==> src/rtl/vram_scanout.sv <==
// ---------------------------------------------------------------------------
// vram_scanout
//
// VGA-style raster scanout engine reading a linear RGB565 framebuffer.
// Horizontal/vertical counters walk the raster.  During the visible area a
// read strobe and an incrementing linear address are issued every clock.
// The framebuffer answers RD_LAT clocks later.  Sync and active flags are
// delayed to line up with the returned pixel.  Colour and sync are then
// registered together in one final stage.
//
// Ports
//   clk         pixel clock (single domain)
//   rst         asynchronous, active-high reset
//   rd_addr     framebuffer read address, y*H_ACTIVE+x
//   rd_en       read strobe, high only for visible-area reads
//   rd_data     RGB565 pixel, valid RD_LAT clocks after its rd_en
//   vga_r/g/b   4-bit colour, forced to 0 outside the visible area
//   vga_hs/vs   active-low syncs, aligned with colour
//   vblank      high while the vertical counter is in the blanking region
//   frame_start one-clock pulse on the first clock of line 0, pixel 0
//
// RD_LAT must lie in 1..4.
// ---------------------------------------------------------------------------
module vram_scanout #(
    parameter int H_ACTIVE = 640,
    parameter int H_FP     = 16,
    parameter int H_SYNC   = 96,
    parameter int H_BP     = 48,
    parameter int V_ACTIVE = 480,
    parameter int V_FP     = 10,
    parameter int V_SYNC   = 2,
    parameter int V_BP     = 33,
    parameter int RD_LAT   = 2
) (
    input  logic        clk,
    input  logic        rst,
    output logic [18:0] rd_addr,
    output logic        rd_en,
    input  logic [15:0] rd_data,
    output logic [3:0]  vga_r,
    output logic [3:0]  vga_g,
    output logic [3:0]  vga_b,
    output logic        vga_hs,
    output logic        vga_vs,
    output logic        vblank,
    output logic        frame_start
);

    localparam int H_TOTAL = H_ACTIVE + H_FP + H_SYNC + H_BP;
    localparam int V_TOTAL = V_ACTIVE + V_FP + V_SYNC + V_BP;
    localparam int HW      = $clog2(H_TOTAL + 1);
    localparam int VW      = $clog2(V_TOTAL + 1);

    localparam logic [HW-1:0] H_LAST   = HW'(H_TOTAL - 1);
    localparam logic [HW-1:0] H_VIS    = HW'(H_ACTIVE);
    localparam logic [HW-1:0] H_SYNC_S = HW'(H_ACTIVE + H_FP);
    localparam logic [HW-1:0] H_SYNC_E = HW'(H_ACTIVE + H_FP + H_SYNC);
    localparam logic [VW-1:0] V_LAST   = VW'(V_TOTAL - 1);
    localparam logic [VW-1:0] V_VIS    = VW'(V_ACTIVE);
    localparam logic [VW-1:0] V_SYNC_S = VW'(V_ACTIVE + V_FP);
    localparam logic [VW-1:0] V_SYNC_E = VW'(V_ACTIVE + V_FP + V_SYNC);
    localparam logic [18:0]   ADDR_LAST = 19'(H_ACTIVE * V_ACTIVE - 1);

    logic              run_q, run_d;
    logic [HW-1:0]     hcnt_q, hcnt_d;
    logic [VW-1:0]     vcnt_q, vcnt_d;
    logic [18:0]       addr_q, addr_d;
    logic [RD_LAT-1:0] act_pipe_q, act_pipe_d;
    logic [RD_LAT-1:0] hs_pipe_q, hs_pipe_d;
    logic [RD_LAT-1:0] vs_pipe_q, vs_pipe_d;
    logic [3:0]        r_q, r_d, g_q, g_d, b_q, b_d;
    logic              hs_out_q, hs_out_d;
    logic              vs_out_q, vs_out_d;
    logic              vblank_q, vblank_d;
    logic              fs_q, fs_d;

    logic active;
    logic hs_raw;
    logic vs_raw;
    logic frame_wrap;
    logic pix_active;
    logic unused_rd_bits;

    // The RGB565 low-order bits of each channel are dropped by the 4-bit DAC.
    assign unused_rd_bits = ^{rd_data[11], rd_data[6:5], rd_data[0]};

    // Raster counters.  run_q stays low through reset and for the release
    // cycle, so the first clock edge after release re-loads 0/0 instead of
    // advancing.  That makes the first clock visible after release the
    // pixel 0 of line 0 clock, with frame_start pulsing and a full first line.
    always_comb begin
        run_d  = 1'b1;
        hcnt_d = hcnt_q;
        vcnt_d = vcnt_q;
        if (run_q) begin
            if (hcnt_q == H_LAST) begin
                hcnt_d = '0;
                vcnt_d = (vcnt_q == V_LAST) ? '0 : vcnt_q + 1'b1;
            end else begin
                hcnt_d = hcnt_q + 1'b1;
            end
        end
    end

    // Visible-area decode, raw syncs and the linear read address.  The address
    // stops at the last pixel, so it never leaves the framebuffer while it
    // idles through vertical blanking.  It restarts when the raster wraps.
    always_comb begin
        active     = run_q && (hcnt_q < H_VIS) && (vcnt_q < V_VIS);
        hs_raw     = !((hcnt_q >= H_SYNC_S) && (hcnt_q < H_SYNC_E));
        vs_raw     = !((vcnt_q >= V_SYNC_S) && (vcnt_q < V_SYNC_E));
        frame_wrap = (hcnt_d == '0) && (vcnt_d == '0);
        addr_d     = addr_q;
        if (frame_wrap) begin
            addr_d = '0;
        end else if (active && (addr_q != ADDR_LAST)) begin
            addr_d = addr_q + 19'd1;
        end
        vblank_d = (vcnt_d >= V_VIS);
        fs_d     = frame_wrap;
    end

    // Delay lines RD_LAT deep.  The last stage lines up with rd_data.
    always_comb begin
        act_pipe_d    = act_pipe_q;
        hs_pipe_d     = hs_pipe_q;
        vs_pipe_d     = vs_pipe_q;
        act_pipe_d[0] = active;
        hs_pipe_d[0]  = hs_raw;
        vs_pipe_d[0]  = vs_raw;
        for (int i = 1; i < RD_LAT; i++) begin
            act_pipe_d[i] = act_pipe_q[i-1];
            hs_pipe_d[i]  = hs_pipe_q[i-1];
            vs_pipe_d[i]  = vs_pipe_q[i-1];
        end
    end

    // Output stage.  rd_data is looked at only when the delayed active flag
    // says it belongs to a visible pixel.  Sync goes through the same
    // register so that it has zero skew against colour.
    always_comb begin
        pix_active = act_pipe_q[RD_LAT-1];
        r_d        = pix_active ? rd_data[15:12] : 4'h0;
        g_d        = pix_active ? rd_data[10:7]  : 4'h0;
        b_d        = pix_active ? rd_data[4:1]   : 4'h0;
        hs_out_d   = hs_pipe_q[RD_LAT-1];
        vs_out_d   = vs_pipe_q[RD_LAT-1];
    end

    always_ff @(posedge clk or posedge rst) begin
        if (rst) begin
            run_q      <= 1'b0;
            hcnt_q     <= '0;
            vcnt_q     <= '0;
            addr_q     <= '0;
            act_pipe_q <= '0;
            hs_pipe_q  <= '1;
            vs_pipe_q  <= '1;
            r_q        <= 4'h0;
            g_q        <= 4'h0;
            b_q        <= 4'h0;
            hs_out_q   <= 1'b1;
            vs_out_q   <= 1'b1;
            vblank_q   <= 1'b0;
            fs_q       <= 1'b0;
        end else begin
            run_q      <= run_d;
            hcnt_q     <= hcnt_d;
            vcnt_q     <= vcnt_d;
            addr_q     <= addr_d;
            act_pipe_q <= act_pipe_d;
            hs_pipe_q  <= hs_pipe_d;
            vs_pipe_q  <= vs_pipe_d;
            r_q        <= r_d;
            g_q        <= g_d;
            b_q        <= b_d;
            hs_out_q   <= hs_out_d;
            vs_out_q   <= vs_out_d;
            vblank_q   <= vblank_d;
            fs_q       <= fs_d;
        end
    end

    assign rd_en       = active;
    assign rd_addr     = addr_q;
    assign vga_r       = r_q;
    assign vga_g       = g_q;
    assign vga_b       = b_q;
    assign vga_hs      = hs_out_q;
    assign vga_vs      = vs_out_q;
    assign vblank      = vblank_q;
    assign frame_start = fs_q;

endmodule

==> config.mk <==
export PLATFORM = sky130hd
export DESIGN_NAME = vram_scanout
export DESIGN_NICKNAME = d
export VERILOG_FILES = /design/src/rtl/vram_scanout.sv
export SDC_FILE = /design/constraint.sdc
export NUM_CORES = 1
export LEC_CHECK = 0
export CAP_MARGIN = 15
export CORE_MARGIN = 5
export CORE_UTILIZATION = 58
export DETAILED_ROUTE_END_ITERATION = 16
export DONT_BUFFER_PORTS = 1
export PLACE_DENSITY = 0.74
export REMOVE_ABC_BUFFERS = 1
export SYNTH_ARGS = -nofsm -noshare
export SYNTH_HDL_FRONTEND = slang
export SYNTH_SLANG_ARGS = --single-unit
==> constraint.sdc <==
create_clock -name clk -period 2.93 [get_ports clk]
set_clock_uncertainty 0.1 [all_clocks]
set_input_delay 0.4395 -clock clk [delete_from_list [all_inputs] [get_ports clk]]
set_output_delay 0.4395 -clock clk [all_outputs]
set_load 0.01 [all_outputs]
== After elaboration in Yosys (flattened, before gate mapping) ==
Index checks and enable logic that the tools add are counted.
Cells by class
  order comparisons: 7
  $add $sub $neg: 3
  reduce and logical (&&, ||, !) cells: 11
  multiplexer cells: 10
  equality and inequality tests: 3
Operators with widths (number)
  two-way mux 10 bit: 5
  two-way mux 19 bit: 2
  adder 10 x 1 -> 10 bit, second input constant: 2
  equality test 10 bit, second input constant: 2
  >= comparator 10 x 9 -> 1 bit, second input constant: 2
  logical NOT 10 bit: 2
  less-than comparator 10 bit, second input constant: 2
  less-than comparator 10 x 9 -> 1 bit, second input constant: 2
  adder 19 x 1 -> 19 bit, second input constant: 1
  inequality test 19 bit, second input constant: 1
  two-way mux 4 bit: 3
  >= comparator 10 bit, second input constant: 1
  logical AND 1 bit: 6
  logical NOT 1 bit: 2
  nonzero test 2 bit: 1
Storage, ports and cells
  bits in registers: 62
  word-level logic and storage cells: 48
  input bits: 18
  output and inout bits: 36

== Logic depth before layout (Yosys ltp) ==
  depth in word-level cells: 7
  gate-level depth with buffers: 9
  mapped depth without buffers: 8

== Least setup slack after synthesis ==
OpenSTA, ideal clock, no wires.
  kind: register to register
  from: register hcnt_q[0]
  to: register addr_q[0] (netlist: rd_addr[0])
  data arrival time: 2.072 ns
  path slack: 0.635 ns
  stages on the path, launching flop included: 9
  required time: 2.706 ns
  path through: dfrtp_1 ha_1 and4b_1 nand3_2 or4_1 a221oi_1 or3_2 buf_4 a21oi_1
On the way
  word-level cells in the longest chain between the ends: 6
RTL lines
  start: declaration: line 65  | logic [HW-1:0] hcnt_q, hcnt_d;
  start signal: assignment: line 168  | hcnt_q <= hcnt_d;
  adder 10 x 1 -> 10 bit or equality test 10 bit (tied branches): line 100, 96
  two-way mux 10 bit: line 96  | if (hcnt_q == H_LAST) begin
  two-way mux 10 bit: line 95  | if (run_q) begin
  logical NOT 10 bit: line 112  | frame_wrap = (hcnt_d == '0) && (vcnt_d == '0);
  logical AND 1 bit: line 112
  two-way mux 19 bit or nonzero test 2 bit (tied branches)
  end signal: assignment: line 170  | addr_q <= addr_d;
  end: declaration: line 67  | logic [18:0] addr_q, addr_d;
Several ways; a longest one is shown, not always the timed one.
A chain may end at the register's enable or synchronous reset.

== Final worst setup path ==
  from: register hcnt_q[0]
  to: register addr_q[14] (netlist: rd_addr[14])
The elaborated chain is that of the path after synthesis.

==> metrics.txt <==
outcome finished clean; Max clock buf depth 2; Slowest cell on crit path dfrtp_1; drt first-iter violations 124; Port Buf Inserts 0; width of the chip 82.5 um; cell count after synthesis 300; grt total ovfl 0; CTS Buf Count 9; Via density 5.87; RSZ-0062 raised after global routing no; largest net degree at the start of global routing 32; Async SR Flop Fraction 100%; CP Launch Type flop; CP Max Fanout 20; routing usage on met1 27.3%; Final Setup Violations 0; Period Utilization, post-route 89.8%; WL/cell 16.0 um; worst hold slack 139 ps; # IOs 54; # diodes 0; clock sinks 62; via count 2212; P_leak 1.40 nW; Ys Warns 0; fmax 380 MHz; layout cell share with drive strength beyond 1 10.4%; first-pass GRT wire length 10300 um; Setup Buffers After CTS 0; DRC 0; Worst Tran Pin Value 769 ps; CTS tree yes; Seq/Total Area, Yosys 51.2%; Root Buffer clkbuf_8; Routed Wire Length 6020 um; final core utilization 63.9%; Worst-Skew Late Latency 330 ps; Core Region 0.00511 mm2; Detail Route Antenna Nets 0; CP Class flop to flop; DP Wirelength 4220 um; Most Crowded Layer GR met2; Avg Cell Area, Syn 10.2 um2; Area Growth Syn to Fin 7.15%; Hold Crit Class primary input to flop; Die ar. 0.00680 mm2; DIE HEIGHT 82.5 um; Final GP Congestion 0.879; initial antenna violation count 0; Relative slew margins 48.6%; met2 GRT Util 29.2%; Total GRT Usage 19.9%; critical path cell sequence inv_1, ha_1, nand3b_1, a211oi_1, nand4_1, a211o_1, nor4_2, buf_4, a21oi_1; number of global-route vias before repair 2104; max-cap viol count 0; final instance area 0.00326 mm2; peak supply drop 0.308 mV; final hold viol count 0; EDFF count, synth 0; clock-pin slew on the worst setup and hold paths 70 ps; Critical Path End Type flop; Final Max Slew Viols 0; Placed Area 0.00308 mm2; worst endpoint data arrival time 2740 ps; final setup TNS 0 ps; # rows 26; #FFs+latches synth 62; effective utilization at floorplan 59.6%; worst stage delay on the critical path 430 ps; PwrDens 602 mW/mm2; Primary FF master, synth dfrtp_1; H-tree depth 3; Yosys cell types 51; Pre-Repair DR Iteration Count 4; Req. time, crit path 3040 ps; Tmin final 2630 ps; Nets 325; Cell Area, Synth 0.00305 mm2; GR Util met3 6.62%
synthesized netlist by cell type (3+ instances only):
master | n | area, um2
dfrtp_1 | 56 | 1400
nand2_1 | 26 | 97.6
a21oi_1 | 22 | 110
and2_1 | 16 | 100
nand3_1 | 15 | 75.1
xnor2_1 | 15 | 131
nand4_1 | 14 | 87.6
nor2_1 | 14 | 52.6
xor2_1 | 14 | 123
o21ai_0 | 13 | 65.1
inv_1 | 9 | 33.8
buf_2 | 7 | 35.0
nor3_1 | 7 | 35.0
and3_1 | 6 | 37.5
dfstp_2 | 6 | 158
or3_1 | 6 | 37.5
ha_1 | 5 | 62.6
clkbuf_1 | 3 | 11.3
mux2i_1 | 3 | 30.0
nand2b_1 | 3 | 18.8
kinds of logic after synthesis:
kind of cell    share of synthesized area [%]
compound gates                           10.1
xor+xnor                                 8.34
fa+ha+maj                                2.05
buf+inv                                  4.03
flops                                    51.2
mux                                     0.986
other cells                             0.123
simple gates                             23.1
per-layer routing:
| layer | wire length (um) | part of all wire, % |
|---|---|---|
| met2 | 2820 | 47 |
| met5 | 0 | 0 |
| met4 | 78 | 1.3 |
| met1 | 2640 | 44 |
| met3 | 483 | 8.0 |
repair_timing:
action | 4_1_cts | 5_1_grt
endpoints found under the setup margin | 0 | 3
hold endpoints to repair | 25 | 0
gates resized for setup | 0 | 1
hold buffers | 1 | 0
layout by cell type, fill, tap and decap left out, types with 8 or more instances in the layout:
cell      Yosys  layout
a21oi_1      22      22
and2_1       16      16
clkbuf_8      0      10
dfrtp_1      56      56
inv_1         9       8
nand2_1      26      26
nand3_1      15      15
nand4_1      14      14
nor2_1       14      14
o21ai_0      13      13
xnor2_1      15      15
xor2_1       14      14
registers in the layout (all words and copies together), names as in the netlist, 4 cells and up:
register	cells
vga_r	4
vga_g	4
rd_addr	19
hcnt_q	10
vcnt_q	10
vga_b	4
where the power goes:
group | switching [mW] | leakage [nW] | total [mW] | internal [mW]
clock network | 0.324 | 0.0861 | 0.650 | 0.326
logic | 0.128 | 0.509 | 0.243 | 0.115
registers | 0.138 | 0.809 | 1.07 | 0.933
final cells by class:
type / instances / area, um2
Multi-Input combinational cell: 214 / 1370
Fill cell: 406 / 1840
Tap cell: 70 / 87.6
Clock buffer: 12 / 145
Inverter: 9 / 33.8
Sequential cell: 62 / 1560
Timing Repair Buffer: 6 / 47.5
Clock inverter: 4 / 22.5
worst max-delay path, delay by kind of cell (launching register included):
family          cells  cell delay (ps)
compound gates      3              740
buf+inv             2              370
fa+ha+maj           1              310
flops               1              430
simple gates        3              550
worst paths after layout:
path | from | end | slack [ps] | cells past startpoint
worst max-delay path | hcnt_q[0] | rd_addr[14] | 300 | 9
worst min-delay path | rd_data[1] | vga_b[0] | 140 | 1
worst max register to register | hcnt_q[0] | rd_addr[14] | 300 | 9
worst min register to register | act_pipe_q[0] | act_pipe_q[1] | 250 | 0
max in group asynchronous | rst | vs_pipe_q[0] | 1430 | 3
min in group asynchronous | rst | hcnt_q[4] | 570 | 2
stage by stage:
| stage | instances | setup WS [ps] | total power, mW |
|---|---|---|---|
| finish | 377 | 298 | 1.96 |
| global route | 377 | 68.7 | 2.08 |
| CTS | 377 | 232 | 1.98 |
| detailed placement | 360 | 247 | 1.33 |
| global placement | 360 | 334 | 1.32 |
| floorplan | 285 | 63.8 | 1.26 |
No activity file was read; power rests on OpenSTA's default activity.
